## config.mk

```make
export PLATFORM = sky130hd
export DESIGN_NAME = register_unit
export DESIGN_NICKNAME = d
export VERILOG_FILES = /design/src/rtl/minicpu_pkg.sv /design/src/rtl/alu_adder.sv /design/src/rtl/register_unit.sv
export SDC_FILE = /design/constraint.sdc
export NUM_CORES = 1
export LEC_CHECK = 0
export CORE_UTILIZATION = 59
export CTS_CLUSTER_SIZE = 12
export DETAILED_ROUTE_END_ITERATION = 8
export DONT_BUFFER_PORTS = 1
export PLACE_DENSITY_LB_ADDON = 0.05
export SLEW_MARGIN = 30
export SYNTH_ARGS = -nofsm -noshare
export SYNTH_HDL_FRONTEND = slang
export SYNTH_HIERARCHICAL = 1
export SYNTH_SLANG_ARGS = --single-unit
```

## constraint.sdc

```tcl
create_clock -name clk -period 1.4 [get_ports clk]
set_input_delay 0.14 -clock clk [delete_from_list [all_inputs] [get_ports clk]]
set_output_delay 0.14 -clock clk [all_outputs]
set_load 0.03 [all_outputs]
```

## src/rtl/minicpu_pkg.sv

```systemverilog
// rtl/minicpu_pkg.sv - shared widths, load-bit indices and types for the minicpu datapath
package minicpu_pkg;

  localparam int DEFAULT_DATA_WIDTH = 4;
  localparam int DEFAULT_PC_WIDTH   = 4;

  localparam int LD_A   = 0;
  localparam int LD_B   = 1;
  localparam int LD_OUT = 2;
  localparam int LD_PC  = 3;

  typedef logic [3:0] load_t;

endpackage

```

## src/rtl/alu_adder.sv

```systemverilog
// rtl/alu_adder.sv - combinational WIDTH-bit adder with carry out of the MSB
module alu_adder #(
  parameter int WIDTH = 4
) (
  input  logic [WIDTH-1:0] a,
  input  logic [WIDTH-1:0] b,
  output logic [WIDTH-1:0] sum,
  output logic             cout
);

  assign {cout, sum} = {1'b0, a} + {1'b0, b};

endmodule

```

## src/rtl/register_unit.sv

```systemverilog
// rtl/register_unit.sv - A/B/OUT/PC registers and carry flag written from sel_data + imm
module register_unit
  import minicpu_pkg::*;
#(
  parameter int DATA_WIDTH = DEFAULT_DATA_WIDTH,
  parameter int PC_WIDTH   = DEFAULT_PC_WIDTH
) (
  input  logic                  clk,
  input  logic                  reset,
  input  logic                  en,
  input  logic [DATA_WIDTH-1:0] sel_data,
  input  logic [DATA_WIDTH-1:0] imm,
  input  load_t                 load,
  output logic [DATA_WIDTH-1:0] reg_a,
  output logic [DATA_WIDTH-1:0] reg_b,
  output logic [DATA_WIDTH-1:0] reg_out,
  output logic [PC_WIDTH-1:0]   pc,
  output logic                  carry
);

  logic [DATA_WIDTH-1:0] sum;
  logic                  cout;

  logic [DATA_WIDTH-1:0] reg_a_d, reg_a_q;
  logic [DATA_WIDTH-1:0] reg_b_d, reg_b_q;
  logic [DATA_WIDTH-1:0] reg_out_d, reg_out_q;
  logic [PC_WIDTH-1:0]   pc_d, pc_q;
  logic                  carry_d, carry_q;

  alu_adder #(.WIDTH(DATA_WIDTH)) u_adder (
    .a    (sel_data),
    .b    (imm),
    .sum  (sum),
    .cout (cout)
  );

  always_comb begin
    reg_a_d   = reg_a_q;
    reg_b_d   = reg_b_q;
    reg_out_d = reg_out_q;
    pc_d      = pc_q;
    carry_d   = carry_q;
    if (en) begin
      if (load[LD_A])   reg_a_d   = sum;
      if (load[LD_B])   reg_b_d   = sum;
      if (load[LD_OUT]) reg_out_d = sum;
      // A jump replaces the increment; the increment wraps naturally at PC_WIDTH bits.
      if (load[LD_PC]) pc_d = sum[PC_WIDTH-1:0];
      else             pc_d = pc_q + PC_WIDTH'(1);
      carry_d = cout;
    end
  end

  always_ff @(posedge clk) begin
    if (reset) begin
      reg_a_q   <= '0;
      reg_b_q   <= '0;
      reg_out_q <= '0;
      pc_q      <= '0;
      carry_q   <= 1'b0;
    end else begin
      reg_a_q   <= reg_a_d;
      reg_b_q   <= reg_b_d;
      reg_out_q <= reg_out_d;
      pc_q      <= pc_d;
      carry_q   <= carry_d;
    end
  end

  assign reg_a   = reg_a_q;
  assign reg_b   = reg_b_q;
  assign reg_out = reg_out_q;
  assign pc      = pc_q;
  assign carry   = carry_q;

endmodule

```

After elaboration in Yosys (flattened, before gate mapping)
Index checks and enable logic that the tools add are counted.
{ "totals": {"regBits": 17, "latchBits": 0, "mem_bits_rw": 0, "rom_bits": 0, "inputBits": 15, "out_inout_bits": 17, "elab_cells": 11, "mem_count": 0} }
{ "op_classes": {"addsub": 2, "multipliers": 0, "div_mod_pow": 0, "magnitude_cmp": 0, "eq_ne": 0, "n_shift": 0, "muxes": 1, "n_bitwise": 0, "reduce_logical": 3} }
{ "ops": {"columns": ["cell", "n"], "rows": [
  ["AND reduction 2 bit", 3],
  ["adder 4 x 4 -> 5 bit", 1],
  ["adder 4 x 1 -> 4 bit, second input constant", 1],
  ["two-way mux 4 bit", 1]
]} }

Longest topological paths before layout
Gate-level depths: netlist of run 1.
{ "depth": {"depth_word": 2, "depth_mapped": 8, "depth_no_buf": 8} }

Hierarchy
The synthesis of run 1 kept the hierarchy.
{ "by_module_without_submodules": {"columns": ["mod", "n_inst", "cells_each", "area_each_um2", "seq_area_each_um2"], "rows": [
  ["register_unit", 1, 84, 695.7, 340.3],
  ["alu_adder", 1, 16, 136.4, 0.0]
]} }

Worst setup path after synthesis of run 1
Ideal clock, no wire load.
{ "synth_path": {"path_type": "input to register", "start": "input sel_data[0]", "end": "register pc_q[2], in the netlist pc[2]", "setup_ps": 70, "t_arrival_ps": 1267, "t_required_ps": 1330, "setup_slack_ps": 63, "cell_stages": 7, "n_path_buf": 0, "path_cell_list": "ha_1 inv_1 fa_1 xnor2_1 and2_1 o21ai_1 a21oi_1"} }
{ "synth_between": {"elab_chain_len": 2} }
{ "synth_lines": {"columns": ["element", "line", "rtl"], "rows": [
  ["from (decl)", "register_unit.sv:11", "input logic [DATA_WIDTH-1:0] sel_data,"],
  ["adder 4 x 4 -> 5 bit", "alu_adder.sv:11", "assign {cout, sum} = {1'b0, a} + {1'b0, b};"],
  ["net sum[2]", "register_unit.sv:21", "logic [DATA_WIDTH-1:0] sum;"],
  ["two-way mux 4 bit", "register_unit.sv:48", "if (load[LD_PC]) pc_d = sum[PC_WIDTH-1:0];"],
  ["to (signal assigned)", "register_unit.sv:65", "pc_q <= pc_d;"],
  ["to (decl)", "register_unit.sv:27", "logic [PC_WIDTH-1:0] pc_d, pc_q;"]
]} }
The timed path passes the listed nets, and every way through them passes these cells.
A chain may end at the register's enable or synchronous reset.

Final worst setup path of run 1
{ "layout_path": {"start": "register pc_q[0], in the netlist pc[0]", "end": "register pc_q[2], in the netlist pc[2]"} }
{ "layout_between": {"elab_chain_len": 2} }
{ "layout_lines": {"columns": ["element", "line", "rtl"], "rows": [
  ["adder 4 x 1 -> 4 bit", "register_unit.sv:49", "else pc_d = pc_q + PC_WIDTH'(1);"],
  ["two-way mux 4 bit", "register_unit.sv:48", null]
]} }
No other way between the ends.

==> flow_summary.yaml, run 1 <==
synth:
  ys_warn_count: 6
  syn_inst: 100
  synth_nets: 121
  synth_top_area_cell: "dfxtp_1"
  ys_ff_latch: 17
  syn_avg_cell_area_um2: 8.320
  yosysTopAreaCellShare_pct: 40.90
  ys_seq_area_share_pct: 40.90
  synth_area_leaders: "dfxtp_1 (41%), a21oi_1 (8.4%), nand3_1 (8.4%), ha_1 (7.5%), nand2_1 (7.2%)"
  synth_area_um2: 832.0
  yosysUniqueCellTypes: 25
finish:
  nFillCells: 112
  num-nets-final: 136
  layout_commonest_cell: "dfxtp_1"
  fin_cells: 129
  diodes: 0
  drive_gt1_share_pct: 8.772
  final_core_utilization_pct: 75.87
  syn2layout_area_growth_pct: 18.65
  final_cell_mix: "dfxtp_1 (17), nand2_1 (16), nand3_1 (14), a21oi_1 (14), dlygate4sd3_1 (10)"
  fin_area_um2: 987.2
hold_path:
  hold_path_startpoint: "en"
  hp-class: "input port to flop"
routing:
  avgRoutedWirePerCell_um: 13.98
  via_per_inst: 5.907
  drc: 0
  wl_um: 1803
  ant_nets: 0
  vias: 762
  first_pass_iters: 4
  drt-initial-drc-count: 28
critical_path:
  crit_family: "flip-flops"
  cp-end-kind: "flop"
  worstPathArrival_ps: 1440
  path_class: "flop to flop"
  start_kind: "flop"
  critPathBufInv: 1
  r2r-start: "pc[0]"
  crit_slowest_cell: "dfxtp_1"
  reg2reg_slack_ps: 200
  slowest_delay_ps: 340
  worstPathRequired_ps: 1630
  path_max_fanout: 4
  crit_path_start: "pc[0]"
  crit_chain: "buf_4 -> ha_1 -> nor3b_1 -> o21ai_1 -> a21oi_1"
place:
  dpl-instance-area_um2: 859.6
  numPortBuffers: 0
  dp_cells: 115
  place.gp.congestion: 0.7139
clock_tree:
  cts-buffers-inserted: 3
  htreeDepth: 1
  cts.clk_slew.worst_paths_ps: 100
  clock_latency_ps: 300
  cts_sinks: 17
  cts_tree: "built"
  clock_path_buffers: 2
  post_cts_buffers: 0
  cts-root-buf: "clkbuf_4"
run:
  max_cap_violations: 0
grt:
  grt_use_total_pct: 24.73
  grt_pass1_vias: 585
  grt_antenna_before_repair: 0
  gr-total-overflow: 0
  grt_max_degree: 18
  grt_pass1_wl_um: 2497
sta:
  hold_ws_ps: -0.3377
  min_period_over_period_pct: 86.03
  rsz0062_at_grt: "false"
  finalSetupTns_ps: 0
  max_freq_mhz: 830.3
  relSlewSlack_pct: 59.57
  post-route-min-period_ps: 1204
  final-hold-violation-count: 1
  tightestPinTransition_ps: 604.5
  clock_skew_ps: 0.1804
  finalMaxSlewViolations: 0
  setup_viol: 0
floorplan:
  die_x_um: 39.56
  placementRows: 13
  die_area_um2: 1565
  ios: 32
  die_h_um: 39.56
  core_area_um2: 1301
  initial_core_util_pct: 63.94
power_and_ir_drop:
  p_leak_nw: 0.4001
  peakVddDrop_uv: 853.8
  power.density_nw_per_um2: 1084
run_status:
  status: "complete, but fails checks"
  violations: "hold timing"
-- cells in the mapped netlist --
cell type,n
a211oi_1,1
a21o_1,1
a21oi_1,14
a21oi_2,1
a31oi_1,2
and2_1,1
buf_2,2
buf_6,1
clkbuf_1,2
dfxtp_1,17
fa_1,1
ha_1,5
inv_1,4
mux2i_1,2
nand2_1,16
nand2b_1,4
nand3_1,14
nand3b_1,1
nor2_1,2
nor2b_1,2
nor3b_1,1
o21ai_0,2
o21ai_1,1
or4b_1,1
xnor2_1,2
-- sequential cells by signal (all words and copies together) (netlist names) --
register,flops
reg_b,4
pc,4
reg_a,4
carry,1
reg_out,4
-- metrics by stage --
stage | total power [mW] | setup slack (ps)
CTS | 1.062 | 182.7
global route | 1.127 | 119.2
global placement | 0.7755 | 25.13
floorplan | 0.7469 | 63.03
finish | 1.070 | 195.6
detailed placement | 0.7811 | 15.71
-- layer usage --
metal	global-route usage [%]	part of all wire [%]	vias up
met1	34.04	46	346
met2	36.89	43	39
met4	5.172	1.3	0
met3	8.523	9.5	4
li1	-	-	373
met5	0	0	-
-- worst register-to-register path, cell delays in order (launching register included) --
cell     delay, ps
dfxtp_1        340
buf_4          180
ha_1           170
nor3b_1        220
o21ai_1         90
a21oi_1        130
-- cell families (layout without fill, tap and decap cells) --
logic type               after synthesis  after routing  synth area share (%)
AND/OR/NAND/NOR                       42             42                 24.81
adder cells (fa/ha/maj)                6              6                 9.925
XOR/XNOR                               2              2                 2.106
multiplexers                           2              2                 2.406
flip-flops                            17             17                 40.90
AO/OA/AOI/OAI                         22             22                 14.59
buffers and inverters                  9             23                 5.263
-- power breakdown --
| group | switching [mW] | leakage [nW] | internal (mW) | total, mW |
|---|---|---|---|---|
| registers | 0.0691 | 0.139 | 0.518 | 0.587 |
| clock network | 0.155 | 0.0177 | 0.107 | 0.261 |
| logic | 0.122 | 0.243 | 0.100 | 0.222 |
-- area by class of cell --
| class | instances | area (um^2) | share of cell area [%] |
|---|---|---|---|
| Inverter | 4 | 15.01 | 1.521 |
| Clock buffer | 3 | 22.52 | 2.281 |
| Tap cell | 15 | 18.77 | 1.901 |
| Multi-Input combinational cell | 74 | 447.9 | 45.37 |
| Timing Repair Buffer | 15 | 137.6 | 13.94 |
| Clock inverter | 1 | 5.005 | 0.5070 |
| Sequential cell | 17 | 340.3 | 34.47 |
-- what timing repair did --
action                                 4_1_cts  5_1_grt
resized for setup                            0        0
endpoints found under the hold margin       17        7
hold buffers                                 6        4
-- path summary, 6_finish.rpt --
kind                            endpoint  depth (start not counted)
worst max-delay path               pc[2]                          5
worst min-delay path               pc[1]                          2
worst max register to register     pc[2]                          5
worst min register to register     pc[3]                          2
Note: power is estimated with default switching activity, not from simulation.
==> run 2, diff against run 1 <==
CORE_UTILIZATION = 36   (was 59)
CTS_CLUSTER_SIZE = 24   (was 12)
HOLD_SLACK_MARGIN = 0.1   (was not set)
==> flow_summary.yaml, run 2 (same netlist as run 1, synthesis figures left out) <==
power_and_ir_drop:
  p_clk_share_pct: 24.9
  internal_power_mw: 0.7225
  p_sw_share_pct: 31.74
  p_switching_mw: 0.3360
  peakVddDrop_uv: 772.1
  power.density_nw_per_um2: 1089
  p_seq_share_pct: 55.5
  power_mw: 1.059
  p_leak_nw: 0.3757
  comb_power_share_pct: 19.7
critical_path:
  crit_chain: "dlygate4sd3_1 -> or4b_1 -> a31oi_1"
  path_max_fanout: 7
  worstPathArrival_ps: 1440
  slowest_delay_ps: 630
  path_class: "input port to flop"
  crit_family: "buffers and inverters"
  r2r-start: "pc[0]"
  r2r-end: "pc[2]"
  critPathCapture: "pc[3]"
  crit_slowest_cell: "dlygate4sd3_1"
  start_kind: "input port"
  worstPathRequired_ps: 1620
  path_depth: 3
  crit_path_start: "load[3]"
  reg2reg_slack_ps: 240
  rr_worst_depth: 5
  critPathBufInv: 1
  cp-end-kind: "flop"
clock_tree:
  clock_latency_ps: 290
  htreeDepth: 1
  clock_path_buffers: 2
  cts-root-buf: "clkbuf_4"
  cts.clk_slew.worst_paths_ps: 100
  cts-buffers-inserted: 3
  cts_sinks: 17
  hold_buffers: 7
  post_cts_buffers: 0
  cts_tree: "built"
  cts_repair_resize_count: 0
floorplan:
  initial_core_util_pct: 37.98
  die_area_um2: 2508
  ios: 32
  die_h_um: 50.08
  core_area_um2: 2191
  placementRows: 17
  die_x_um: 50.08
grt:
  met2_usage_pct: 27.11
  grtUsageMet1_pct: 19.29
  grt_use_total_pct: 16.60
  gr-usage-met3_pct: 7.716
  grt_max_degree: 26
  grt.busiest_layer: "met2"
  grt_pass1_wl_um: 3042
  grt_antenna_before_repair: 0
  gr-total-overflow: 0
  grt_pass1_vias: 695
routing:
  wl_um: 1871
  drc: 0
  first_pass_iters: 4
  drt-initial-drc-count: 20
  ant_nets: 0
  via_per_inst: 5.209
  vias: 724
  avgRoutedWirePerCell_um: 13.46
place:
  dp_hpwl_um: 1288
  place.gp.congestion: 0.7044
  numPortBuffers: 0
finish:
  final_core_utilization_pct: 44.37
  layout_commonest_cell: "dfxtp_1"
  num-nets-final: 133
  syn2layout_area_growth_pct: 16.84
  final_cell_mix: "dfxtp_1 (17), nand2_1 (16), nand3_1 (14), a21oi_1 (14), dlygate4sd3_1 (7)"
  diodes: 0
  drive_gt1_share_pct: 8.108
sta:
  relSlewSlack_pct: 55.58
  tightestPinTransition_ps: 664.1
  final-hold-violation-count: 9
  post-route-min-period_ps: 1215
  min_period_over_period_pct: 86.82
  clock_skew_ps: 0.5717
  finalMaxSlewViolations: 0
  hold_ws_ps: -65.71
  rsz0062_at_grt: "false"
  setup_viol: 0
  finalSetupTns_ps: 0
  max_freq_mhz: 822.7
run:
  max_cap_violations: 0
hold_path:
  hp-class: "input port to flop"
  min_path_cells: 1
run_status:
  status: "complete, but fails checks"
  violations: "hold timing"
[run 2: cell count changes in the layout (fill, tap and decap cells not counted)]
cell / before / now
clkbuf_1: 0 / 1
dlygate4sd3_1: 10 / 7
clkinv_2: 1 / 0
[run 2: worst register-to-register path, delay by kind of cell, from the launching register on]
kind	cells	cell delay (ps)
flops	1	320
fa+ha+maj	1	210
compound gates	2	190
buf+inv	1	170
simple gates	1	140
[run 2: power groups by stage]
stage | Sequential (mW) | Clock, mW | Combinational, mW
2_1_floorplan | 0.616 | 0 | 0.131
3_3_place_gp | 0.599 | 0 | 0.182
3_5_place_dp | 0.599 | 0 | 0.185
4_1_cts | 0.588 | 0.276 | 0.210
5_1_grt | 0.592 | 0.289 | 0.234
6_report | 0.587 | 0.263 | 0.208
[run 2: how the worst min path moves through the flow]
stage                     slack [ps]         end  startpoint
after floorplan                  300    reg_b[0]     load[1]
after global placement           210  reg_out[3]       reset
after detailed placement         210       pc[2]       reset
after CTS                        -80       pc[1]          en
after global routing             -70       pc[1]          en
final                            -70       pc[1]          en
[run 2: layout make-up]
| class | instances | area [um^2] |
|---|---|---|
| clock buffer | 4 | 26.28 |
| fill | 218 | 1219 |
| inverter | 4 | 15.01 |
| multi-input combinational | 74 | 447.9 |
| sequential | 17 | 340.3 |
| tap | 28 | 35.03 |
| timing repair buffer | 12 | 107.6 |
[run 2: per-layer routing]
metal  wire [um]  share of wire, %  vias up
li1            -                 -      367
met1         831                44      326
met2         863                46       29
met3         163               8.7        2
met4          12              0.64        0
met5           0                 0        -
[run 2: metrics by stage]
stage               area, um^2  hold slack, ps  instances  worst slack (ps)
floorplan                832.0           300.9        100             63.03
global placement         875.8           211.6        128            -25.83
detailed placement       875.8           213.0        128            -21.63
CTS                      972.2          -75.09        139             211.6
global route             972.2          -73.91        139             134.8
finish                   972.2          -65.71        139             184.5
